==> config.mk <==
export PLATFORM = sky130hd
export DESIGN_NAME = dmux_reg_nway_flat
export DESIGN_NICKNAME = d
export VERILOG_FILES = /design/src/rtl/dmux_pkg.sv /design/src/rtl/dmux_reg_nway_if.sv /design/src/rtl/dmux_canal.sv /design/src/rtl/dmux_reg_nway.sv /design/src/flat_wrapper.sv
export SDC_FILE = /design/constraint.sdc
export NUM_CORES = 1
export LEC_CHECK = 0
export BUFFER_PORTS_ARGS = -buffer_cell sky130_fd_sc_hd__buf_2
export CAP_MARGIN = 10
export CORE_ASPECT_RATIO = 1.4
export CORE_MARGIN = 2
export CORE_UTILIZATION = 52
export DETAILED_ROUTE_END_ITERATION = 10
export PLACE_DENSITY = 0.83
export REMOVE_ABC_BUFFERS = 1
export SETUP_SLACK_MARGIN = 0.4
export SLEW_MARGIN = 0
export SYNTH_ARGS = -nofsm -noshare
export SYNTH_HDL_FRONTEND = slang
export SYNTH_SLANG_ARGS = --single-unit
==> constraint.sdc <==
create_clock -name clk -period 3.35 [get_ports clk]
set_input_delay 0.5025 -clock clk [delete_from_list [all_inputs] [get_ports clk]]
set_output_delay 0.5025 -clock clk [all_outputs]
set_load 0.05 [all_outputs]
==> src/rtl/dmux_pkg.sv <==
// dmux_pkg: default sizes and select-width helper shared by the registered demux slice.
package dmux_pkg;
    localparam int LARGURA_PAD  = 4;
    localparam int N_SAIDAS_PAD = 8;
    localparam int CONT_W_PAD   = 8;

    function automatic int sel_w(input int n);
        return (n > 1) ? $clog2(n) : 1;
    endfunction
endpackage

==> src/rtl/dmux_reg_nway_if.sv <==
// dmux_reg_nway_if: producer-side handshake plus per-channel consumer buses of the demux.
interface dmux_reg_nway_if
    import dmux_pkg::*;
#(
    parameter int LARGURA  = LARGURA_PAD,
    parameter int N_SAIDAS = N_SAIDAS_PAD
);
    localparam int SEL_W = sel_w(N_SAIDAS);

    logic [LARGURA-1:0]          entrada;
    logic [SEL_W-1:0]            sel;
    logic                        in_valid;
    logic                        in_ready;
    logic [N_SAIDAS*LARGURA-1:0] saida;
    logic [N_SAIDAS-1:0]         out_valid;
    logic [N_SAIDAS-1:0]         out_ready;
    logic                        erro;

    modport master (
        output entrada, sel, in_valid, out_ready,
        input  in_ready, saida, out_valid, erro
    );

    modport slave (
        input  entrada, sel, in_valid, out_ready,
        output in_ready, saida, out_valid, erro
    );
endinterface

==> src/rtl/dmux_canal.sv <==
// dmux_canal: one output channel with a single-entry holding register.
// Optional accepted-word counter under DMUX_CONTADORES_EN.
module dmux_canal #(
    parameter int LARGURA = 4
`ifdef DMUX_CONTADORES_EN
    , parameter int CONT_W = 8
`endif
) (
    input  logic               clk,
    input  logic               rst_n,
    input  logic               carga,
    input  logic [LARGURA-1:0] entrada,
    input  logic               out_ready,
    output logic [LARGURA-1:0] dado,
    output logic               valido,
    output logic               ocupado_bloqueia
`ifdef DMUX_CONTADORES_EN
    , output logic [CONT_W-1:0] contador
`endif
);
    logic               valido_d, valido_q;
    logic [LARGURA-1:0] dado_d, dado_q;
`ifdef DMUX_CONTADORES_EN
    logic [CONT_W-1:0]  cont_d, cont_q;
`endif

    // a load on the draining edge keeps the channel valid, giving 1 word/cycle
    always_comb begin
        valido_d = carga | (valido_q & !out_ready);
        dado_d   = carga ? entrada : dado_q;
`ifdef DMUX_CONTADORES_EN
        cont_d   = cont_q + CONT_W'(carga);
`endif
    end

    always_ff @(posedge clk or negedge rst_n) begin
        if (!rst_n) begin
            valido_q <= 1'b0;
            dado_q   <= '0;
`ifdef DMUX_CONTADORES_EN
            cont_q   <= '0;
`endif
        end else begin
            valido_q <= valido_d;
            dado_q   <= dado_d;
`ifdef DMUX_CONTADORES_EN
            cont_q   <= cont_d;
`endif
        end
    end

    assign dado             = dado_q;
    assign valido           = valido_q;
    assign ocupado_bloqueia = valido_q & !out_ready;
`ifdef DMUX_CONTADORES_EN
    assign contador         = cont_q;
`endif
endmodule

==> src/rtl/dmux_reg_nway.sv <==
// dmux_reg_nway: registered 1-to-N demux with valid/ready on input and every channel.
// Optional per-channel word counters (port contador) under DMUX_CONTADORES_EN.
module dmux_reg_nway
    import dmux_pkg::*;
#(
    parameter int LARGURA  = LARGURA_PAD,
    parameter int N_SAIDAS = N_SAIDAS_PAD
`ifdef DMUX_CONTADORES_EN
    , parameter int CONT_W = CONT_W_PAD
`endif
) (
    input  logic                 clk,
    input  logic                 rst_n,
    dmux_reg_nway_if.slave       bus
`ifdef DMUX_CONTADORES_EN
    , output logic [N_SAIDAS*CONT_W-1:0] contador
`endif
);
    localparam int SEL_W = sel_w(N_SAIDAS);

    logic [N_SAIDAS-1:0]   carga, bloqueia;
    logic [2**SEL_W-1:0]   bloq_ext;
    logic                  sel_ok, aceita, erro_d, erro_q;

    // unused select codes read as never-blocked, so out-of-range words are always taken
    always_comb begin
        bloq_ext                 = '0;
        bloq_ext[N_SAIDAS-1:0]   = bloqueia;
        sel_ok                   = 32'(bus.sel) < 32'(N_SAIDAS);
        bus.in_ready             = !bloq_ext[bus.sel];
        aceita                   = bus.in_valid & bus.in_ready;
        erro_d                   = aceita & !sel_ok;
    end

    for (genvar k = 0; k < N_SAIDAS; k++) begin : g_canal
        assign carga[k] = aceita & (bus.sel == SEL_W'(k));
        dmux_canal #(
            .LARGURA(LARGURA)
`ifdef DMUX_CONTADORES_EN
            , .CONT_W(CONT_W)
`endif
        ) u_canal (
            .clk              (clk),
            .rst_n            (rst_n),
            .carga            (carga[k]),
            .entrada          (bus.entrada),
            .out_ready        (bus.out_ready[k]),
            .dado             (bus.saida[k*LARGURA +: LARGURA]),
            .valido           (bus.out_valid[k]),
            .ocupado_bloqueia (bloqueia[k])
`ifdef DMUX_CONTADORES_EN
            , .contador       (contador[k*CONT_W +: CONT_W])
`endif
        );
    end

    always_ff @(posedge clk or negedge rst_n) begin
        if (!rst_n) erro_q <= 1'b0;
        else        erro_q <= erro_d;
    end

    assign bus.erro = erro_q;
endmodule
==> src/flat_wrapper.sv <==
// flat-port wrapper written by rule: the top's interface ports become plain ports
module dmux_reg_nway_flat import dmux_pkg::*;
#(
    parameter int LARGURA  = LARGURA_PAD,
    parameter int N_SAIDAS = N_SAIDAS_PAD

)
  (clk, rst_n, bus_entrada, bus_sel, bus_in_valid, bus_out_ready, bus_in_ready, bus_saida, bus_out_valid, bus_erro);
  dmux_reg_nway_if #(.LARGURA(LARGURA), .N_SAIDAS(N_SAIDAS)) bus_i ();
  input  logic clk;
  input  logic rst_n;
  input wire logic [$bits(bus_i.entrada)-1:0] bus_entrada;
  input wire logic [$bits(bus_i.sel)-1:0] bus_sel;
  input wire logic [$bits(bus_i.in_valid)-1:0] bus_in_valid;
  input wire logic [$bits(bus_i.out_ready)-1:0] bus_out_ready;
  output wire logic [$bits(bus_i.in_ready)-1:0] bus_in_ready;
  output wire logic [$bits(bus_i.saida)-1:0] bus_saida;
  output wire logic [$bits(bus_i.out_valid)-1:0] bus_out_valid;
  output wire logic [$bits(bus_i.erro)-1:0] bus_erro;
  assign bus_i.entrada = bus_entrada;
  assign bus_i.sel = bus_sel;
  assign bus_i.in_valid = bus_in_valid;
  assign bus_i.out_ready = bus_out_ready;
  assign bus_in_ready = bus_i.in_ready;
  assign bus_saida = bus_i.saida;
  assign bus_out_valid = bus_i.out_valid;
  assign bus_erro = bus_i.erro;
  dmux_reg_nway #(.LARGURA(LARGURA), .N_SAIDAS(N_SAIDAS)) u_core (.clk(clk), .rst_n(rst_n), .bus(bus_i));
endmodule
==> run_results.csv <==
group,metric,value,unit
run_status,outcome,"finished, final reports clean",
pwr,combPwrFrac,37.7,%
pwr,seq_power_share,40.4,%
pwr,p_leak,1.03,nW
route,routed_wl,3440,um
grt,grt-ovfl-total,0,
route,first_pass_iters,4,
setup_path,critPathMaxFanout,3,
timing,fmax,445,MHz
place,post-dp-hpwl,2560,um
grt,gr-usage-all-layers,21.1,%
grt,grt_first_pass_wirelength,5660,um
timing,hold_viol,0,
clock_network,clk_pin_slew,0.07,ns
final_layout,syn2layout_area_growth,21.5,%
floorplanning,ios,60,
timing,drv_slew,0,
logic_synthesis,ys_ff_latch,40,
place,port-buffer-count,58,
clock_network,cts_max_level,2,
clock_network,cts_tree,"yes",
logic_synthesis,synth.top_cells.by_count,"40 x dfrtp_1, 33 x mux2_2, 9 x buf_4",
hold_path,hold_path_class,"in -> async",
timing,grt_setup_unrepaired,"no",
route,ant_nets,0,
clock_network,numCtsBuffers,5,
logic_synthesis,ys_seq_area_share,58.5,%
setup_path,rrSetupSlack,2.05,ns
pwr,power_density,738,nW/um2
timing,fin_worst_skew,0.00773,ns
pwr,p_int,0.000904,W
timing,finalSetupViolations,0,
setup_path,worstPathCellList,"buf_2 -> nand2b_1 -> mux4_1 -> mux2_2 -> buf_2",
grt,antenna_found_initial,0,
floorplanning,fp.coreArea,3120,um2
pwr,net-switching-power,0.000630,W
grt,grt_pass1_vias,1171,
route,drtIter0Drc,17,
floorplanning,placementRows,24,
route,vias_per_cell,5.21,
setup_path,crit_arrival,1.74,ns
timing,fin_setup_tns,0,ns
setup_path,cp_top_family,"multiplexers",
setup_path,r2r_cells,3,
logic_synthesis,synthDistinctLibCells,20,
final_layout,nNetsFinal,190,
pwr,clockPowerShare,22.0,%
logic_synthesis,ys_warn_count,0,
setup_path,path_buf_inv,2,
setup_path,endpoint_kind,"output port",
route,wl_per_cell,16.3,um
setup_path,critPathMaxStageDelay,0.50,ns
final_layout,antennaDiodeCount,0,
timing,slew_headroom,43.1,%
clock_network,clock_latency,0.29,ns
clock_network,cts_sinks,40,
final_layout,utilization,66.5,%
timing,period_share,67.0,%
logic_synthesis,synth_top_cell_by_area,"dfrtp_1",
setup_path,worstSetupPathType,"in -> out",
setup_path,cp.required,2.85,ns
logic_synthesis,synthFlopType,"dfrtp_1",
floorplanning,fp.dieW,52.5,um
clock_network,hold_buffers,0,
place,globalplace.congestion,0.819,
floorplanning,fp.dieH,71.9,um
floorplanning,die_area,3770,um2
logic_synthesis,synthArstFlopShare,100,%
logic_synthesis,synth_top_area_share,58.5,%
clock_network,post_cts_resize_count,0,
setup_path,critPathLaunchType,"input port",
floorplanning,start_util,54.8,%
logic_synthesis,synth_edf_count,0,
pwr,power.share.switching,41.1,%
route,vias,1100,
logic_synthesis,synth.most_common_cell,"dfrtp_1",
grt,grt_max_degree,41,
setup_path,cpMaxStageDelayCell,"mux4_1",
logic_synthesis,synth_area,1710,um2
final_layout,drive_above_1_share,59.9,%
clock_network,cts_setup_buffers,0,
logic_synthesis,synth.area.top_cells,"dfrtp_1 59%, mux2_2 22%, buf_4 4.0%, mux4_1 3.1%, nand2b_1 2.9%",
timing,fin_crit,2.24,ns
timing,worst_pin_slew,0.854,ns
clock_network,root_buffer,"clkbuf_8",
route,drc,0,
logic_synthesis,avgSynthCellArea,14.7,um2
setup_path,path_common_cell,"buf_2",
setup_path,reg2reg_to,"u_core.g_canal[7].u_canal.dado[2]",
logic_synthesis,synth_cells,116,
setup_path,r2r-start,"u_core.g_canal[7].u_canal.valido",
pwr,ir_drop,0.510,mV
job,drv_cap,0,
clock_network,cts_buffer_depth,2,
==> worst reg2reg max path: stages (launching register included) <==
cell and delay (ns):
dfrtp_1 0.39, nand2b_1 0.13, nor3b_4 0.31, mux2_2 0.37
==> metrics by stage <==
step	power, W	instances	hold slack [ns]	worst slack [ns]	instance area, um2
6_report	0.00153	211	0.319	1.11	2080
5_1_grt	0.00160	211	0.380	1.06	2080
4_1_cts	0.00155	211	0.341	1.10	2080
3_5_place_dp	0.00121	204	0.490	1.11	1980
3_3_place_gp	0.00120	204	0.486	1.11	1980
2_1_floorplan	0.00106	107	0.207	1.21	1640
==> placed cells by master (no fill, tap or decap) <==
cell type	instances
buf_2	58
dfrtp_1	40
mux2_2	33
nand2b_1	8
clkbuf_8	7
nand2_1	6
o21ai_0	3
mux4_1	2
nand4b_1	2
nor3b_4	2
nor2_1	1
nor2b_4	1
nand3_1	1
nand2b_2	1
nand3b_1	1
inv_1	1
nand4_1	1
nand2_2	1
and3b_1	1
and2b_1	1
conb_1	1
==> power by group through the flow <==
stage,sequential (W),combinational (W),clock (W)
2_1_floorplan,0.000957,0.000102,0
3_3_place_gp,0.000623,0.000572,0
3_5_place_dp,0.000628,0.000582,0
4_1_cts,0.000619,0.000584,0.000344
5_1_grt,0.000630,0.000603,0.000363
6_report,0.000619,0.000578,0.000337
==> per-layer routing <==
| metal | part of all wire (%) | routed length [um] | track usage (%) |
|---|---|---|---|
| met4 | 1.4 | 47 | 8.26 |
| met2 | 53 | 1840 | 34.7 |
| met1 | 39 | 1350 | 25.8 |
| met3 | 5.8 | 200 | 6.04 |
| met5 | 0 | 0 | 0 |
==> flip-flops by register name (all words and copies together) (netlist names) <==
signal                         cells
u_core.g_canal.u_canal.dado       32
u_core.g_canal.u_canal.valido      8
==> cells by family after synthesis <==
kind of cell           synth area share, %
flip-flops                            58.5
multiplexers                          24.8
AND/OR/NAND/NOR                       11.4
buffers and inverters                 4.17
AO/OA/AOI/OAI                        0.878
other                                0.219
==> worst max path at each step <==
| stage | start | endpoint | slack (ns) | depth (start not counted) |
|---|---|---|---|---|
| 2_1_floorplan | u_core.g_canal[1].u_canal.valido | bus_in_ready | 1.21 | 3 |
| 3_3_place_gp | bus_out_ready[1] | bus_in_ready | 1.11 | 5 |
| 3_5_place_dp | bus_out_ready[1] | bus_in_ready | 1.11 | 5 |
| 4_1_cts | bus_out_ready[1] | bus_in_ready | 1.10 | 5 |
| 5_1_grt | u_core.g_canal[4].u_canal.valido | bus_in_ready | 1.06 | 4 |
| 6_report | bus_out_ready[1] | bus_in_ready | 1.11 | 5 |
==> area by class of cell <==
type / instances / area [um2]
fill: 250 / 1040
clock buffer: 7 / 96.3
sequential: 40 / 1000
multi-input combinational: 66 / 638
timing repair buffer: 58 / 290
tap: 39 / 48.8
inverter: 1 / 3.75
Note: power is estimated with default switching activity, not from simulation.
